File: config.mk
export PLATFORM = sky130hd
export DESIGN_NAME = serial_reduce_ctrl
export DESIGN_NICKNAME = d
export VERILOG_FILES = /design/src/rtl/serial_reduce_ctrl.sv
export SDC_FILE = /design/constraint.sdc
export NUM_CORES = 1
export LEC_CHECK = 0
export CORE_MARGIN = 8
export CORE_UTILIZATION = 44
export DETAILED_ROUTE_END_ITERATION = 6
export PLACE_DENSITY = 0.72
export SYNTH_ARGS = -nofsm -noshare
export SYNTH_HDL_FRONTEND = slang
export SYNTH_SLANG_ARGS = --single-unit
export TNS_END_PERCENT = 100
File: constraint.sdc
create_clock -name clk -period 2.92 [get_ports clk]
set_clock_uncertainty 0.2 [all_clocks]
set_input_delay 0.438 -clock clk [delete_from_list [all_inputs] [get_ports clk]]
set_output_delay 0.438 -clock clk [all_outputs]
set_load 0.01 [all_outputs]
File: src/rtl/serial_reduce_ctrl.sv
// Serial reduction controller: folds a latched vector through one selectable
// 2-input boolean operator, one bit per clock, with valid/ready on both sides.
module serial_reduce_ctrl #(
  parameter int COUNT_OF_BITS = 4,
  parameter int IDX_W         = $clog2(COUNT_OF_BITS) + 1
) (
  input  logic                     clk,
  input  logic                     rst_n,
  input  logic                     in_valid,
  output logic                     in_ready,
  input  logic [COUNT_OF_BITS-1:0] bitvector,
  input  logic [2:0]               opcode,
  output logic                     out_valid,
  input  logic                     out_ready,
  output logic                     reduce,
  output logic                     busy
);

  typedef enum logic [1:0] {
    ST_IDLE = 2'd0,
    ST_RUN  = 2'd1,
    ST_DONE = 2'd2
  } state_t;

  localparam logic [IDX_W-1:0] IDX_ONE   = IDX_W'(1);
  localparam logic [IDX_W-1:0] IDX_LAST  = IDX_W'(COUNT_OF_BITS - 1);
  localparam logic [IDX_W-1:0] IDX_START = (COUNT_OF_BITS > 1) ? IDX_ONE : '0;

  state_t                   state, state_nxt;
  logic [COUNT_OF_BITS-1:0] vec_q;
  logic [2:0]               opc_q;
  logic                     acc_q;
  logic [IDX_W-1:0]         idx_q;
  logic                     cur_bit;
  logic                     acc_nxt;
  logic                     accept;

  // a = current vector bit, b = accumulator
  function automatic logic apply_op(input logic [2:0] op, input logic a, input logic b);
    logic r;
    case (op)
      3'd0:    r = a & b;
      3'd1:    r = a | b;
      3'd2:    r = a ^ b;
      3'd3:    r = ~(a & b);
      3'd4:    r = ~(a | b);
      3'd5:    r = ~a | b;
      3'd6:    r = a | ~b;
      default: r = ~(a ^ b);
    endcase
    return r;
  endfunction

  // Bit select written as a compare loop so the index width need not match the vector
  always_comb begin
    cur_bit = 1'b0;
    for (int i = 0; i < COUNT_OF_BITS; i++) begin
      if (idx_q == IDX_W'(i)) cur_bit = vec_q[i];
    end
  end

  assign acc_nxt = apply_op(opc_q, cur_bit, acc_q);
  assign accept  = (state == ST_IDLE) && in_valid;

  always_ff @(posedge clk or negedge rst_n) begin
    if (!rst_n) state <= ST_IDLE;
    else        state <= state_nxt;
  end

  always_comb begin
    state_nxt = state;
    case (state)
      ST_IDLE: if (in_valid) state_nxt = (COUNT_OF_BITS > 1) ? ST_RUN : ST_DONE;
      ST_RUN:  if (idx_q == IDX_LAST) state_nxt = ST_DONE;
      ST_DONE: if (out_ready) state_nxt = ST_IDLE;
      default: state_nxt = ST_IDLE;
    endcase
  end

  always_comb begin
    in_ready  = (state == ST_IDLE);
    out_valid = (state == ST_DONE);
    busy      = (state == ST_RUN) || (state == ST_DONE);
  end

  assign reduce = acc_q;

  // idx saturates at the last bit so it never wraps past N-1
  always_ff @(posedge clk or negedge rst_n) begin
    if (!rst_n) begin
      vec_q <= '0;
      opc_q <= '0;
      acc_q <= 1'b0;
      idx_q <= '0;
    end else if (accept) begin
      vec_q <= bitvector;
      opc_q <= opcode;
      acc_q <= bitvector[0];
      idx_q <= IDX_START;
    end else if (state == ST_RUN) begin
      acc_q <= acc_nxt;
      if (idx_q != IDX_LAST) idx_q <= idx_q + IDX_ONE;
    end
  end

  a_idx_range: assert property (@(posedge clk) disable iff (!rst_n) idx_q <= IDX_LAST);
  a_done_hold: assert property (@(posedge clk) disable iff (!rst_n)
    (out_valid && !out_ready) |=> (out_valid && $stable(reduce)));
  a_exclusive: assert property (@(posedge clk) disable iff (!rst_n) !(in_ready && busy));

endmodule

# == Word level (Yosys, flattened, before mapping) ==
# Cells that the tools add are included.
# W data, S select, Z words.
# totals
ff_bits,13
latchBits,0
mem_bits_rw,0
rom_bits,0
output_inout_bits,4
memories,0
# classes
add_sub_neg,1
n_mul,0
div_mod_pow,0
magnitude_cmp,0
n_eq_ne,15
shift,0
n_mux,14
bitwise,10
reduce_logical,9
# op_table
op,count
$eq A3 B2 Y1 const B,4
$eq A3 B3 Y1 const B,3
$mux W3,3
$pmux W1 S7,1
$eq A3 B1 Y1 const B,2
$logic_not A3 Y1,2
$mux W1,6
$mux W2,3
$pmux W2 S3,1
$not A1 Y1,5
$ne A2 B2 Y1 const B,2
$reduce_bool A2 Y1,2
$add A3 B1 Y3 const B,1
$ne A3 B2 Y1 const B,1
$or A1 B1 Y1,3
$reduce_and A3 Y1,1
$eq A2 B1 Y1 const B,1
$eq A2 B2 Y1 const B,1
$logic_not A2 Y1,1
$ne A2 B1 Y1 const B,1
$reduce_and A2 Y1,1
$and A1 B1 Y1,1
$logic_and A1 B1 Y1,1
$logic_or A1 B1 Y1,1
$xor A1 B1 Y1,1

# == Logic depth before layout (Yosys ltp) ==
# logic_depth
depth_word,10
ltp_mapped,11
mapped_depth_nobuf,11

# == Worst setup path before layout ==
# OpenSTA, ideal clock, no wires.
# synth_timing
path_kind,register to register
start,register idx_q[0]
end,"register acc_q, in the netlist reduce"
setup_time_ns,0.067
arrival_ns,2.523
path_slack_ns,0.130
path_stages_with_launch,11
cell_sequence,dfrtp_1 inv_1 ha_1 nor2b_1 a221oi_1 a2111oi_0 a21oi_1 ha_1 mux4_2 a2111oi_1 a311o_1
# synth_between
elab_chain_len,10
# synth_rtl
item,line,rtl
start: declaration,33,logic [IDX_W-1:0] idx_q;
start signal: assignment,102,if (idx_q != IDX_LAST) idx_q <= idx_q + IDX_ONE;
$logic_not A3 Y1,58,if (idx_q == IDX_W'(i)) cur_bit = vec_q[i];
$mux W1 (3 in a row),58,
$mux W1 (*),58,
$xor A1 B1 Y1 (tied with other cells),"44, 49",
$not A1 Y1 (tied with other cells),49,default: r = ~(a ^ b);
$pmux W1 S7 (*),41,case (op)
$mux W1 (*),100,end else if (state == ST_RUN) begin
$mux W1 (*),95,end else if (accept) begin
end signal: assignment,98,acc_q <= bitvector[0];
end signal: assignment,101,acc_q <= acc_nxt;
end: declaration,32,logic acc_q;
# Every way passes the cells marked *; elsewhere a longest branch is shown, timed or not. The select of a mux whose other input is x is not followed.
# A chain may end at the register's enable or synchronous reset.

# == Final worst setup path ==
# Ends and elaborated chain as after synthesis.

==> impl_metrics.yaml <==
critical_path:
  path_cells: "buf_4 > ha_2 > ha_4 > a2111oi_4 > a21o_1 > ha_4 > inv_2 > mux4_2 > a2111oi_4 > a311o_1"
  startpoint: "idx_q[0]"
  r2r_slack_ps: 50
  critPathRequiredTime_ps: 2950
  reg2reg_to: "reduce"
  cp_max_fo: 3
  cp-start-kind: "register"
  r2r_cells: 10
  cp_slowest_cell: "mux4_2"
  cp-endpoint: "reduce"
  crit_cells: 10
  cp_top_family: "compound AO/OA/AOI/OAI gates"
  critPathBufInv: 2
  critical_path_class: "reg -> reg"
  slowest_delay_ps: 490
  rr_startpoint: "idx_q[0]"
  crit_arrival_ps: 2900
  cp-end-kind: "register"
sta:
  hold_ws_ps: 320
  min_period_ps: 2870
  max_freq_mhz: 348
  setup_ws_ps: 49.1
  post-route-period-util_pct: 98.3
  final_max_slew_viol_count: 0
  setup-violations-final: 0
  hold_viol_final: 0
  tightestPinTransition_ps: 600
  relSlewSlack_pct: 59.9
clock_tree:
  clock-root-buffer: "clkbuf_4"
  clkLatencyLatePin_ps: 290
  cts_buffer_depth: 2
  clock-sinks: 13
  hold_buffers: 0
  cts_made_buffers: 3
  cts_htree_levels: 1
  cts_tree: "yes"
  path_clk_slew_ps: 90
power:
  combPwrFrac_pct: 64.7
  clockPowerShare_pct: 8.8
  vdd_drop_max_uv: 572
  pwr-share-seq_pct: 26.6
  power_density_nw_per_um2: 1140
  sw_frac_of_total_pct: 41.0
  p_sw_w: 0.000566
  p_int_w: 0.000813
  p_leak_nw: 0.528
route:
  drc_errors: 0
  vias_per_cell: 5.09
  firstDrtPassIters: 4
  vias: 621
  first_iter_violations: 6
  totalWireLength_um: 1790
  routedWlPerCell_um: 14.6
  ant_nets: 0
final_layout:
  nNetsFinal: 121
  drive_gt1_share_pct: 34.0
  diodes: 0
  stdcell_count: 122
  final_core_util_pct: 70.3
  syn_to_final_growth_pct: 50.9
synthesis:
  synth_edf_count: 0
  syn_area_per_cell_sq_um: 11.2
  ys.flop_type: "dfrtp_1"
  synthTopCellsByArea: "dfrtp_1 40%, ha_1 19%, mux2_2 8.4%"
  yosysTopAreaCell: "dfrtp_1"
  ys_ff_latch: 13
  async_reset_ff_share_pct: 100
  synth_most_common_cell: "dfrtp_1"
  yosys_warnings: 0
  netlist-cell-type-count: 23
  seq_area_frac_synth_pct: 40.4
  synthTopCellsByCount: "13 x dfrtp_1, 12 x ha_1, 11 x inv_1"
  syn_area_sq_um: 805
  synth_nets: 95
  synth_top_cell_area_share_pct: 40.4
  synthesis.instances: 72
floorplanning:
  die_area_sq_um: 3450
  start_util_pct: 46.6
  die_y_um: 58.8
  die_x_um: 58.8
  core_area_sq_um: 1730
  std_cell_rows: 15
  pin_count: 15
min_path:
  min_path_type: "in -> async"
global_route:
  grt_pass1_wl_um: 2910
  grt_pass1_vias: 674
  grt.busiest_layer: "met2"
  grt-ovfl-total: 0
  grt_max_degree: 14
  antenna_found_initial: 0
  grtUsageMet1_pct: 12.4
  track_usage_pct: 11.0
  met2_usage_pct: 17.1
  gr-usage-met3_pct: 4.35
placement:
  numPortBuffers: 14
  gp_congestion: 0.736
  hpwl_um: 1220
  preCtsSetupSlack_ps: -92.7
  dpl.cell_count: 116
run:
  cap_viol_max_count: 0
outcome:
  status: "finished clean"
## layer usage
metal	vias up	part of all wire, %	wire length (um)
met5	-	0	0
met4	0	1.7	31
met3	5	5.8	104
met2	12	47	832
met1	303	46	816
li1	301	-	-
## power by group through the flow
stage	logic, W	clock network (W)	registers [W]
after floorplan	0.000414	0	0.000327
after global placement	0.000602	0	0.000340
after detailed placement	0.000618	0	0.000345
after CTS	0.000664	0.000122	0.000339
after global routing	0.000970	0.000131	0.000382
final	0.000892	0.000121	0.000367
## cells by family after synthesis
kind of cell	synth area share, %
flip-flops	40.4
buffers and inverters	5.13
XOR/XNOR	1.09
AND/OR/NAND/NOR	8.55
AO/OA/AOI/OAI	12.3
multiplexers	13.8
adder cells (fa/ha/maj)	18.7
## sequential cells by signal (all words and copies together) (netlist names)
| name | flops |
|---|---|
| vec_q | 4 |
| state | 2 |
| reduce | 1 |
| idx_q | 3 |
| opc_q | 3 |
## area by class of cell
class / count / area (sq um)
inverters: 11 / 41.3
well taps: 25 / 31.3
fillers: 136 / 513
clock buffers: 4 / 26.3
multi-input cells: 48 / 589
repair buffers: 21 / 200
flip-flops and latches: 13 / 325
## timing repair
| item | in CTS | in global routing |
|---|---|---|
| buffers inserted | 2 | 1 |
| resized for setup | 2 | 26 |
| endpoints found under the setup margin | 1 | 1 |
| pin swaps | 2 | 5 |
## through the flow
stage / setup TNS, ps / instance area (sq um) / power (W)
finish: 0 / 1210 / 0.00138
CTS: 0 / 1060 / 0.00113
detailed placement: -92.7 / 1010 / 0.000963
global route: -6.64 / 1210 / 0.00148
floorplan: 0 / 805 / 0.000741
global placement: -49.4 / 1010 / 0.000941
## layout by cell type (no fill, tap or decap), types with 4 or more instances in the layout
master	instances
ha_4	5
clkdlybuf4s50_1	14
inv_1	8
buf_4	5
dfrtp_1	13
mux2_2	6
a21oi_1	6
nand2_1	4
ha_1	6
## worst min-delay path by stage
stage | from | to | slack, ps | cells past startpoint
floorplan | rst_n | idx_q[0] | -60 | 0
global placement | vec_q[0] | vec_q[0] | 270 | 1
detailed placement | vec_q[0] | vec_q[0] | 280 | 1
CTS | vec_q[0] | vec_q[0] | 300 | 1
global route | vec_q[2] | vec_q[2] | 360 | 1
finish | rst_n | vec_q[2] | 320 | 1
Note: power is estimated with default switching activity, not from simulation.
